`src/rtl/wb_arb_pkg.sv`:
```
// Shared definitions for the two-master Wishbone round-robin arbiter.
package wb_arb_pkg;

  typedef enum logic [1:0] {
    ARB_IDLE = 2'd0,
    ARB_OWN0 = 2'd1,
    ARB_OWN1 = 2'd2
  } arb_state_e;

  localparam logic [1:0] GRANT_NONE = 2'b00;
  localparam logic [1:0] GRANT_M0   = 2'b01;
  localparam logic [1:0] GRANT_M1   = 2'b10;

endpackage

```
`src/rtl/wb_watchdog.sv`:
```
// Per-access watchdog: counts cycles a strobe waits and flags the last allowed cycle.
module wb_watchdog #(
  parameter int unsigned TIMEOUT = 255
) (
  input  logic clock,
  input  logic reset,
  input  logic clear,
  input  logic run,
  output logic hit
);

  localparam logic [15:0] LIMIT = 16'(TIMEOUT);
  localparam logic [15:0] LAST  = 16'(TIMEOUT - 1);

  logic [15:0] wdt;

  assign hit = run & (wdt == LAST);

  // The hit cycle clears the counter so a still-held strobe starts a fresh window.
  always_ff @(posedge clock) begin
    if (reset || clear || hit) begin
      wdt <= '0;
    end else if (run && (wdt != LIMIT)) begin
      wdt <= wdt + 16'd1;
    end
  end

endmodule

```
`src/rtl/wb_rr_arbiter.sv`:
```
// Two-master round-robin Wishbone classic arbiter with a per-access watchdog.
module wb_rr_arbiter
  import wb_arb_pkg::*;
#(
  parameter int unsigned ADDR_W  = 32,
  parameter int unsigned DATA_W  = 32,
  parameter int unsigned TIMEOUT = 255
) (
  input  logic              clock,
  input  logic              reset,
  input  logic              m0_cyc_i,
  input  logic              m0_stb_i,
  input  logic              m0_we_i,
  input  logic [ADDR_W-1:0] m0_addr_i,
  input  logic [DATA_W-1:0] m0_data_i,
  output logic [DATA_W-1:0] m0_data_o,
  output logic              m0_ack_o,
  output logic              m0_err_o,
  input  logic              m1_cyc_i,
  input  logic              m1_stb_i,
  input  logic              m1_we_i,
  input  logic [ADDR_W-1:0] m1_addr_i,
  input  logic [DATA_W-1:0] m1_data_i,
  output logic [DATA_W-1:0] m1_data_o,
  output logic              m1_ack_o,
  output logic              m1_err_o,
  output logic              s_cyc_o,
  output logic              s_stb_o,
  output logic              s_we_o,
  output logic [ADDR_W-1:0] s_addr_o,
  output logic [DATA_W-1:0] s_data_o,
  input  logic [DATA_W-1:0] s_data_i,
  input  logic              s_ack_i,
  output logic [1:0]        grant
);

  arb_state_e state, state_next;
  logic       last, last_next;
  logic       own0, own1, owning;
  logic       sel_stb;
  logic       timeout_hit;

  always_ff @(posedge clock) begin
    if (reset) begin
      state <= ARB_IDLE;
      last  <= 1'b1;
    end else begin
      state <= state_next;
      last  <= last_next;
    end
  end

  // last only moves on a tie, so a lone requester never disturbs the rotation.
  always_comb begin
    state_next = state;
    last_next  = last;
    unique case (state)
      ARB_IDLE: begin
        if (m0_cyc_i && m1_cyc_i) begin
          state_next = last ? ARB_OWN0 : ARB_OWN1;
          last_next  = ~last;
        end else if (m0_cyc_i) begin
          state_next = ARB_OWN0;
        end else if (m1_cyc_i) begin
          state_next = ARB_OWN1;
        end
      end
      ARB_OWN0: if (!m0_cyc_i) state_next = ARB_IDLE;
      ARB_OWN1: if (!m1_cyc_i) state_next = ARB_IDLE;
      default:  state_next = ARB_IDLE;
    endcase
  end

  assign own0   = (state == ARB_OWN0);
  assign own1   = (state == ARB_OWN1);
  assign owning = own0 | own1;

  always_comb begin
    s_cyc_o  = 1'b0;
    sel_stb  = 1'b0;
    s_we_o   = 1'b0;
    s_addr_o = '0;
    s_data_o = '0;
    if (own0) begin
      s_cyc_o  = m0_cyc_i;
      sel_stb  = m0_stb_i;
      s_we_o   = m0_we_i;
      s_addr_o = m0_addr_i;
      s_data_o = m0_data_i;
    end else if (own1) begin
      s_cyc_o  = m1_cyc_i;
      sel_stb  = m1_stb_i;
      s_we_o   = m1_we_i;
      s_addr_o = m1_addr_i;
      s_data_o = m1_data_i;
    end
  end

  wb_watchdog #(
    .TIMEOUT(TIMEOUT)
  ) u_watchdog (
    .clock(clock),
    .reset(reset),
    .clear(~owning | ~sel_stb | s_ack_i),
    .run  (owning & sel_stb & ~s_ack_i),
    .hit  (timeout_hit)
  );

  assign s_stb_o   = sel_stb & ~timeout_hit;
  assign m0_ack_o  = own0 & s_ack_i & ~timeout_hit;
  assign m1_ack_o  = own1 & s_ack_i & ~timeout_hit;
  assign m0_err_o  = own0 & timeout_hit;
  assign m1_err_o  = own1 & timeout_hit;
  assign m0_data_o = own0 ? s_data_i : '0;
  assign m1_data_o = own1 ? s_data_i : '0;
  assign grant     = own0 ? GRANT_M0 : (own1 ? GRANT_M1 : GRANT_NONE);

endmodule

```
`config.mk`:
```
export PLATFORM = sky130hd
export DESIGN_NAME = wb_rr_arbiter
export DESIGN_NICKNAME = d
export VERILOG_FILES = /design/src/rtl/wb_arb_pkg.sv /design/src/rtl/wb_watchdog.sv /design/src/rtl/wb_rr_arbiter.sv
export SDC_FILE = /design/constraint.sdc
export NUM_CORES = 1
export LEC_CHECK = 0
export ABC_AREA = 1
export CORE_AREA = 2 2 119 121
export CTS_CLUSTER_DIAMETER = 40
export DETAILED_ROUTE_END_ITERATION = 7
export DIE_AREA = 0 0 121 123
export PLACE_DENSITY_LB_ADDON = 0.12
export SLEW_MARGIN = 5
export SYNTH_ARGS = -nofsm -noshare
export SYNTH_HDL_FRONTEND = slang
export SYNTH_SLANG_ARGS = --single-unit
```
`constraint.sdc`:
```
create_clock -name clock -period 2.3 [get_ports clock]
set_input_delay 0.46 -clock clock [delete_from_list [all_inputs] [get_ports clock]]
set_output_delay 0.46 -clock clock [all_outputs]
set_load 0.05 [all_outputs]
```
==> run summary <==
CTS H-tree depth - 1
Maximum fanout along the worst path - 18
Final-report hold violation count - 0
Share of post-route cells with drive strength above 1 - 24.3%
Final critical delay including setup and external delays - 2.22 ns
Clk root buf - clkbuf_16
Cell-by-cell trace of the critical path - inv_1 > ha_4 > buf_8 > nand2_2 > a21oi_4 > nand3_2 > nor2_2 > buf_12
Clock tree from TritonCTS - yes
Total count of max-transition violations in the final report - 0
Clock-pin slew reported for the worst setup and hold paths after clock tree synthesis - 0.05 ns
Top cells by area, synth - a22o_1 (24%), nand2_1 (19%), dfxtp_1 (16%)
Synth top cells by count - nand2_1 (120), inv_1 (90), a22o_1 (65), nor2_1 (37), dfxtp_1 (19)
Sequential element share of the synthesized area - 15.7%
Transition time at the pin with the least slew margin - 0.482 ns
Worst reg-to-reg setup slack - 0.44 ns
Worst setup timing slack at the placement stage - 0.0388 ns
Maximum operating frequency - 0.450 GHz
Worst EP arrival - 1.76 ns
Routed wire length - 16.4 mm
Final total negative setup slack - 0 ns
Post-synthesis average cell area - 5.79 µm²
Classification of the worst-slack hold path - reg2reg
Number of search-and-repair iterations in the first detailed-routing pass - 4
Synth cell types - 24
Number of buffers on the longest clock path - 2
Worst path max stage delay - 0.33 ns
Power density cells - 883 nW/µm²
Number of storage elements in the synthesis netlist - 19
Final-report setup violation count - 0
Final weighted congestion in routability-driven placement - 0.890
Most used DFF post-synth - dfxtp_1
Number of global-route vias before repair - 3758
Post-Syn Instances - 418
Fill cell count - 1219
Largest net degree at the start of global routing - 83
Total CTS buffers - 3
FP Rows - 43
Worst path buffer plus inverter count - 3
Final worst slack - 0.0789 ns
Remaining max-slew budget at the tightest pin - 67.8%
Post-synthesis instance area - 2420 µm²
Total routing resource utilization after global routing - 20.4%
Number of enable-type register cells in the synthesized netlist - 0
Number of nets with antenna violations after routing - 0
Crit start category - flip-flop
Skew-Pair Late Insertion Delay - 0.25 ns
Clock sink count - 19
Area grow syn2layout - 200%
Most frequent cell after synthesis - nand2_1
HPWL after DPL - 13.8 mm
Core area - 13600 µm²
Post-DP Area - 7080 µm²
Area share of the leading cell type in the synthesized netlist - 23.5%
Critical path class - reg2out
DRT iter0 DRCs - 136
Async S/R FF share, synth - 0%
Peak supply drop - 0.516 mV
Routed len/inst - 18.3 µm
Lkg Pwr - 3.35 nW
Worst reg2reg path startpoint - state[1]
Count of yosys warnings during synthesis - 0
Status - complete, no violations
Die Outline Area - 14900 µm²
Total congestion overflow - 0
Required time at the worst-slack endpoint - 1.84 ns
Yosys top cell by area - a22o_1
Via density per instance - 4.36
Area of the multi-input gates - 1630 µm²
Endpoint of the worst register-to-register path - u_watchdog.wdt[14]
Port Buffers - 305
Number of cells on the worst reg-to-reg path - 10
Chip Width - 121 µm
Syn Nets - 593
Share of the core filled with cells in the final layout - 53.3%
Post-layout instance area - 7250 µm²
Vert. Die Dim - 123 µm
Initial Util - 17.8%
Setup clock skew after layout - 0.00165 ns
Ports placed on the boundary - 306
Largest delay contributor family on the critical path - buffers and inverters
Ratio of final minimum period to clock period - 96.6%
Startpoint of the most critical hold path - last
Critical-path cell with the highest stage delay - dfxtp_2
Hold path endpoint - last
Antenna violations before repair - 2
Element type at the critical path end - output port
Number of nets in the layout - 892
Sequential cell area in the final layout - 385 µm²
Wire length of the first global-routing pass - 23.0 mm
Count of max-cap constraint violations - 0
Detailed-route via count - 3918
Worst Hold Path Cells - 1
Post-route DRC - 0
-- through the flow --
step                total power, W  hold slack [ns]  cells
global route               0.00663            0.504    897
finish                     0.00640            0.481    898
global placement           0.00597            0.466    891
detailed placement         0.00599            0.467    891
floorplan                  0.00301            0.445    418
CTS                        0.00641            0.480    896
-- placed cells by master (no fill, tap or decap) --
cell and n:
and2_4 1, buf_4 8, nand3_2 2, diode_2 2, nand2_2 1, clkinv_2 2
clkbuf_16 3, xor2_1 3, a21oi_4 1, nor2_4 1, ha_4 1, nand3_1 16
a22o_4 3, nand2_1 120, buf_6 1, buf_8 2, nor2_2 5, buf_12 140
inv_1 90, a21oi_1 16, ha_1 5, o21ai_0 6, dfxtp_2 1, nand3_4 1
clkdlybuf4s50_1 168, a22o_1 62, dfxtp_1 17, nor2_1 33, nand3b_1 4, nand4_1 2
dfxtp_4 1
-- cell type report --
type | count | share of cell area, %
multi-input combinational | 283 | 22.4
timing repair buffer | 319 | 63.2
inverter | 91 | 4.73
clock inverter | 1 | 0.0690
clock buffer | 3 | 1.04
antenna | 2 | 0.0690
tap | 180 | 3.11
sequential | 19 | 5.31
-- state kept, by name, summed over array words and instances, names as in the netlist --
signal	count
state	2
u_watchdog.wdt	16
last	1
-- worst reg2reg max path, stage by stage (launching register included) --
cell and delay (ns):
dfxtp_2 0.33, inv_1 0.11, ha_4 0.20, buf_8 0.18, nand2_2 0.10, a21oi_4 0.17, buf_4 0.24, nand3_4 0.17
clkinv_2 0.15, nand2_1 0.08, nor2_1 0.08
-- report_power, final --
part,total [W],leakage (nW),switching [W],internal (W)
clock network,0.000355,0.0409,0.000122,0.000233
logic,0.00569,3.15,0.00307,0.00262
registers,0.000360,0.155,0.0000139,0.000346
-- what timing repair did --
action	in CTS	in global routing
hold buffers	0	0
gates resized for setup	7	9
buffers inserted	1	0
pin swaps	1	0
endpoints found under the setup margin	67	18
-- cell families after synthesis --
| family | Yosys count | share of synthesized area [%] |
|---|---|---|
| flip-flops | 19 | 15.7 |
| adder cells (fa/ha/maj) | 6 | 3.10 |
| buffers and inverters | 116 | 19.5 |
| AND/OR/NAND/NOR | 186 | 31.8 |
| AO/OA/AOI/OAI | 88 | 28.8 |
| XOR/XNOR | 3 | 1.09 |
-- worst max-delay path by stage --
stage                     startpoint  depth (start not counted)            to
after CTS                   state[1]                          8       s_stb_o
after detailed placement     s_ack_i                          7      m1_err_o
after floorplan             state[1]                          8      m0_err_o
after global routing        state[0]                          8  s_data_o[27]
after global placement       s_ack_i                          7      m1_err_o
final                       state[1]                          8      m1_err_o
-- routing by layer --
layer,global-route usage [%],wire length [µm],vias to the layer above
li1,-,-,1929
met1,24.6,6390,1811
met2,34.5,8090,162
met3,7.29,1580,16
met4,5.01,342,0
met5,0,0,-
Note: power is estimated with default switching activity, not from simulation.
